$ cat config.mk
export PLATFORM = sky130hd
export DESIGN_NAME = fir_seq_ctrl_flat
export DESIGN_NICKNAME = d
export VERILOG_FILES = /design/src/rtl/fir_pkg.sv /design/src/rtl/fir_seq_ctrl_if.sv /design/src/rtl/fir_mac.sv /design/src/rtl/fir_seq_ctrl.sv /design/src/flat_wrapper.sv
export SDC_FILE = /design/constraint.sdc
export NUM_CORES = 1
export LEC_CHECK = 0
export ABC_AREA = 1
export BUFFER_PORTS_ARGS = -buffer_cell sky130_fd_sc_hd__buf_2
export CAP_MARGIN = 20
export CORE_MARGIN = 5
export CORE_UTILIZATION = 27
export CTS_BUF_LIST = sky130_fd_sc_hd__clkbuf_8 sky130_fd_sc_hd__clkbuf_16
export CTS_CLUSTER_SIZE = 12
export DETAILED_ROUTE_END_ITERATION = 8
export SLEW_MARGIN = 20
export SYNTH_ARGS = -nofsm -noshare
export SYNTH_HDL_FRONTEND = slang
export SYNTH_SLANG_ARGS = --single-unit
$ cat constraint.sdc
create_clock -name Clk -period 6 [get_ports Clk]
set_input_delay 0.6 -clock Clk [delete_from_list [all_inputs] [get_ports Clk]]
set_output_delay 0.6 -clock Clk [all_outputs]
set_load 0.01 [all_outputs]
$ cat src/rtl/fir_pkg.sv
// Shared widths, FSM encoding and output saturation for the time-multiplexed FIR.
package fir_pkg;

   localparam int unsigned TAPS = 4;
   localparam int unsigned XW   = 8;
   localparam int unsigned YW   = 16;
   localparam int unsigned IDXW = $clog2(TAPS);
   localparam int unsigned ACCW = 2 * XW + IDXW;

   typedef enum logic [1:0] {
      IDLE = 2'd0,
      MAC  = 2'd1,
      DONE = 2'd2
   } state_t;

   // Clamp the accumulator to the signed YW-bit output range.
   function automatic logic [YW-1:0] sat_acc(input logic signed [ACCW-1:0] a);
      logic [ACCW-YW:0] hi;
      hi = a[ACCW-1:YW-1];
      if ((hi == '0) || (hi == '1)) return a[YW-1:0];
      else if (a[ACCW-1])          return {1'b1, {(YW-1){1'b0}}};
      else                         return {1'b0, {(YW-1){1'b1}}};
   endfunction

endpackage

$ cat src/rtl/fir_seq_ctrl_if.sv
// Sample, coefficient and result signals of the FIR sequencer.
interface fir_seq_ctrl_if
   import fir_pkg::*;
();
   logic [XW-1:0]   Xin;
   logic            Xin_valid;
   logic            Xin_ready;
   logic            Coef_we;
   logic [IDXW-1:0] Coef_addr;
   logic [XW-1:0]   Coef_data;
   logic            Coef_busy;
   logic [YW-1:0]   Yout;
   logic            Yout_valid;

   modport master (
      output Xin, Xin_valid, Coef_we, Coef_addr, Coef_data,
      input  Xin_ready, Coef_busy, Yout, Yout_valid
   );

   modport slave (
      input  Xin, Xin_valid, Coef_we, Coef_addr, Coef_data,
      output Xin_ready, Coef_busy, Yout, Yout_valid
   );
endinterface

$ cat src/rtl/fir_mac.sv
// Shared signed multiply-accumulate unit; wide enough that TAPS products never overflow.
module fir_mac
   import fir_pkg::*;
(
   input  logic                   Clk,
   input  logic                   Rst_n,
   input  logic                   clr,
   input  logic                   en,
   input  logic signed [XW-1:0]   a,
   input  logic signed [XW-1:0]   b,
   output logic signed [ACCW-1:0] acc
);

   logic signed [2*XW-1:0] prod;

   assign prod = a * b;

   // Clear at sample accept, accumulate one tap per enabled cycle.
   always_ff @(posedge Clk or negedge Rst_n) begin
      if (!Rst_n)  acc <= '0;
      else if (clr) acc <= '0;
      else if (en)  acc <= acc + ACCW'(prod);
   end

endmodule

$ cat src/rtl/fir_seq_ctrl.sv
// Time-multiplexed FIR sequencer: delay line, coefficient bank and IDLE/MAC/DONE control.
// Optional macro FIR_SAT_EN: saturate the result to YW bits instead of wrapping.
module fir_seq_ctrl
   import fir_pkg::*;
(
   input logic           Clk,
   input logic           Rst_n,
   fir_seq_ctrl_if.slave bus
);

   state_t                state;
   logic signed [XW-1:0]  dl   [TAPS];
   logic signed [XW-1:0]  coef [TAPS];
   logic [IDXW-1:0]       idx;
   logic [YW-1:0]         yout;
   logic                  yout_valid;
   logic signed [ACCW-1:0] acc;
   logic                  accept_c;
   logic                  mac_en_c;

   assign accept_c       = (state == IDLE) && bus.Xin_valid;
   assign mac_en_c       = (state == MAC);
   assign bus.Xin_ready  = (state == IDLE);
   assign bus.Coef_busy  = (state != IDLE);
   assign bus.Yout       = yout;
   assign bus.Yout_valid = yout_valid;

   fir_mac u_mac (
      .Clk   (Clk),
      .Rst_n (Rst_n),
      .clr   (accept_c),
      .en    (mac_en_c),
      .a     (coef[idx]),
      .b     (dl[idx]),
      .acc   (acc)
   );

   // Controller FSM with delay line, coefficient bank and registered result.
   always_ff @(posedge Clk or negedge Rst_n) begin
      if (!Rst_n) begin
         state      <= IDLE;
         idx        <= '0;
         yout       <= '0;
         yout_valid <= 1'b0;
         for (int i = 0; i < TAPS; i++) begin
            dl[i]   <= '0;
            coef[i] <= XW'(1);
         end
      end else begin
         yout_valid <= 1'b0;
         unique case (state)
            IDLE: begin
               if (bus.Coef_we && (32'(bus.Coef_addr) < TAPS))
                  coef[bus.Coef_addr] <= bus.Coef_data;
               if (bus.Xin_valid) begin
                  dl[0] <= bus.Xin;
                  for (int i = 1; i < TAPS; i++) dl[i] <= dl[i-1];
                  idx   <= '0;
                  state <= MAC;
               end
            end
            MAC: begin
               idx <= idx + IDXW'(1);
               if (idx == IDXW'(TAPS - 1)) state <= DONE;
            end
            DONE: begin
`ifdef FIR_SAT_EN
               yout <= sat_acc(acc);
`else
               yout <= acc[YW-1:0];
`endif
               yout_valid <= 1'b1;
               state      <= IDLE;
            end
            default: state <= IDLE;
         endcase
      end
   end

endmodule

$ cat src/flat_wrapper.sv
// flat-port wrapper written by rule: the top's interface ports become plain ports
module fir_seq_ctrl_flat import fir_pkg::*;
  (Clk, Rst_n, bus_Xin, bus_Xin_valid, bus_Coef_we, bus_Coef_addr, bus_Coef_data, bus_Xin_ready, bus_Coef_busy, bus_Yout, bus_Yout_valid);
  fir_seq_ctrl_if bus_i ();
  input logic Clk;
  input logic Rst_n;
  input wire logic [$bits(bus_i.Xin)-1:0] bus_Xin;
  input wire logic [$bits(bus_i.Xin_valid)-1:0] bus_Xin_valid;
  input wire logic [$bits(bus_i.Coef_we)-1:0] bus_Coef_we;
  input wire logic [$bits(bus_i.Coef_addr)-1:0] bus_Coef_addr;
  input wire logic [$bits(bus_i.Coef_data)-1:0] bus_Coef_data;
  output wire logic [$bits(bus_i.Xin_ready)-1:0] bus_Xin_ready;
  output wire logic [$bits(bus_i.Coef_busy)-1:0] bus_Coef_busy;
  output wire logic [$bits(bus_i.Yout)-1:0] bus_Yout;
  output wire logic [$bits(bus_i.Yout_valid)-1:0] bus_Yout_valid;
  assign bus_i.Xin = bus_Xin;
  assign bus_i.Xin_valid = bus_Xin_valid;
  assign bus_i.Coef_we = bus_Coef_we;
  assign bus_i.Coef_addr = bus_Coef_addr;
  assign bus_i.Coef_data = bus_Coef_data;
  assign bus_Xin_ready = bus_i.Xin_ready;
  assign bus_Coef_busy = bus_i.Coef_busy;
  assign bus_Yout = bus_i.Yout;
  assign bus_Yout_valid = bus_i.Yout_valid;
  fir_seq_ctrl u_core (.Clk(Clk), .Rst_n(Rst_n), .bus(bus_i));
endmodule
==> results_dict.tcl <==
set metrics [dict create \
    ys_top_cells_by_area "dfrtp_1, fa_1, nand2_1" \
    setup_ws_ns 0.711 \
    critPathCaptureType "register" \
    gr-total-overflow 0 \
    yosysWarnings 0 \
    path_clk_slew_ns 0.07 \
    portBuffers 40 \
    fp.dieW_um 178 \
    drv_slew 0 \
    cap_violations 0 \
    area_growth_pct 11.3 \
    utilization_pct 30.5 \
    detail_route.wl_per_cell_um 13.0 \
    hold_path_class "in2async" \
    ios 41 \
    synthCells 868 \
    track_usage_pct 11.5 \
    yosysSeqAreaShare_pct 33.3 \
    dr_total_vias 5561 \
    core_mm2 0.0278 \
    grt_pass1_vias 5823 \
    antenna_found_initial 0 \
    grt_start_max_net_pins 64 \
    drcViolationCount 0 \
    critPathMaxStageDelay_ns 0.67 \
    syn_area_mm2 0.00761 \
    yosysTopAreaCell "dfrtp_1" \
    status "finished, final reports clean" \
    hold_buffers 0 \
    period_minus_slack_ns 5.29 \
    hold_slack_ns 0.212 \
    path_depth 20 \
    antenna_cells 0 \
    postRouteAntennaNets 0 \
    synth-async-reset-ratio_pct 100 \
    cts_tree "built" \
    wl_met2_mm 8.21 \
    cp_slowest_cell "fa_1" \
    start_util_pct 27.4 \
    dr.first_iter.drc_count 284 \
    finalHoldViolCount 0 \
    highest_layer "met4" \
    crit_buf_inv 3 \
    cp.arrival_ns 5.52 \
    yosysMostFrequentCell "nand2_1" \
    setup_viol 0 \
    cts_setup_buffers 0 \
    fillerInstances 2989 \
    totalWireLength_mm 16.7 \
    finalCritPeriodShare_pct 88.2 \
    slew_headroom_pct 46.7 \
    worstPathCellList "buf_4 -> a21oi_1 -> o21ai_0 -> nand2_1 -> inv_1 -> nand2_1 -> fa_1 -> fa_1 -> inv_1 -> fa_1 -> fa_1 -> ha_1 -> ha_1 -> nand2_1 -> nor3_1 -> nand3_1 -> nand3_1 -> nand2_1 -> nand2_1 -> o22ai_2" \
    rows 61 \
    drive_gt1_share_pct 14.8 \
    path_class "reg2reg" \
    routed-wl-met3_um 516 \
    fin_setup_tns_ns 0 \
    dp_hpwl_mm 13.1 \
    first_pass_iters 6 \
    synth_fp_nets 999 \
    cts_resized 0 \
    die-area_mm2 0.0317 \
    crit_path_start_kind "register" \
    clk_latency_ns 0.36 \
    critPathMaxFanout 23 \
    synth_edf_count 0 \
    synth-seq-cells 101 \
    die_h_um 178 \
    crit_family "adder cells" \
    clock_skew_ns 0.00876 \
    cp.required_ns 6.23 \
    vias_per_cell 4.32 \
    gp_congestion 0.907 \
    syn_area_per_cell_um2 8.77 \
    synth_common_cells "nand2_1, inv_1, dfrtp_1, fa_1, nor2_1" \
    tightest_slew_ns 0.800 \
    cts_buffer_depth 2 \
    ys.flop_type "dfrtp_1" \
    cts_buffers 9 \
    reg2reg_depth 20 \
    clockRootBuffer "clkbuf_16" \
    grt_pass1_wl_mm 29.4 \
    timing.fmax_ghz 0.189 \
    cts_sinks 101 \
    met1_length_mm 7.76 \
    synth.top_cell.area_share_pct 31.9 \
    cpMostUsedCell "nand2_1" \
    ys_types 36 \
    final_nets 1034 \
    rsz0062_at_grt "no" \
    h-tree-depth 3 \
    pre_cts_ws_ns 0.731 \
]
==> worst paths after layout <==
path	start	to	slack, ns
min	Rst_n	u_core.coef[12]$_DFFE_PN0P_	0.21
max reg2reg	u_core.idx[0]$_DFFE_PN0P_	u_core.u_mac.acc[14]$_DFFE_PN0P_	0.71
max in group asynchronous	Rst_n	u_core.u_mac.acc[4]$_DFFE_PN0P_	4.60
min in group Clk	bus_Xin[5]	u_core.dl[29]$_DFFE_PN0P_	0.44
max	u_core.idx[0]$_DFFE_PN0P_	u_core.u_mac.acc[14]$_DFFE_PN0P_	0.71
min reg2reg	u_core.bus.Yout[9]$_DFFE_PN0P_	u_core.bus.Yout[9]$_DFFE_PN0P_	0.47
==> flip-flops by register name, summed over array words and instances (netlist names) <==
| register | cells |
|---|---|
| u_core.dl | 32 |
| u_core.u_mac.acc | 16 |
| u_core.coef | 32 |
| u_core.idx | 2 |
| u_core.state | 2 |
| u_core.bus.Yout_valid | 1 |
| u_core.bus.Yout | 16 |
==> final cells by class <==
class                      instances  area, um^2  area share [%]
inverter                         161         608            7.18
clock inverter                     6        71.3           0.842
tap                              378         473            5.58
timing repair buffer              49         270            3.19
sequential                       101        2530            29.9
multi-input combinational        581        4280            50.5
clock buffer                      10         239            2.82
==> kinds of logic after synthesis <==
logic type	after synthesis	synth area share [%]
adder cells (fa/ha/maj)	109	24.9
AND/OR/NAND/NOR	340	18.6
AO/OA/AOI/OAI	132	12.7
buffers and inverters	186	10.5
flip-flops	101	33.3
==> routing by layer <==
metal | track usage [%] | vias up
met3 | 2.00 | 15
li1 | - | 2748
met2 | 19.7 | 71
met5 | 0 | -
met4 | 2.96 | 0
met1 | 15.2 | 2727
==> cells in the final DEF (no fill, tap or decap) <==
cell type and instances:
a211oi_1 1, a21boi_0 1, a21oi_1 24, a31oi_1 1
a32oi_1 2, a32oi_2 11, a32oi_4 2, buf_2 39
buf_4 10, bufinv_16 1, clkbuf_16 9, clkbuf_8 1
clkinv_2 1, clkinv_4 2, dfrtp_1 97, dfstp_2 4
fa_1 71, ha_1 38, inv_1 148, inv_2 12
inv_4 1, inv_6 1, inv_8 1, nand2_1 247
nand2_2 1, nand2_4 1, nand3_1 17, nand3_4 4
nand3b_1 1, nor2_1 60, nor2_2 2, nor2_4 3
nor2_8 1, nor3_1 3, o21ai_0 46, o21ai_1 13
o21ai_2 23, o21bai_1 2, o22ai_1 2, o22ai_2 4
==> metrics by stage <==
stage	area [um^2]	cells
final	8470	1286
after global routing	8470	1286
after CTS	8470	1286
after detailed placement	8160	1270
after global placement	8160	1270
after floorplan	7610	868
Power is not shown: default switching activity piles up to over one toggle a cycle in this logic, so the estimate is an artifact.
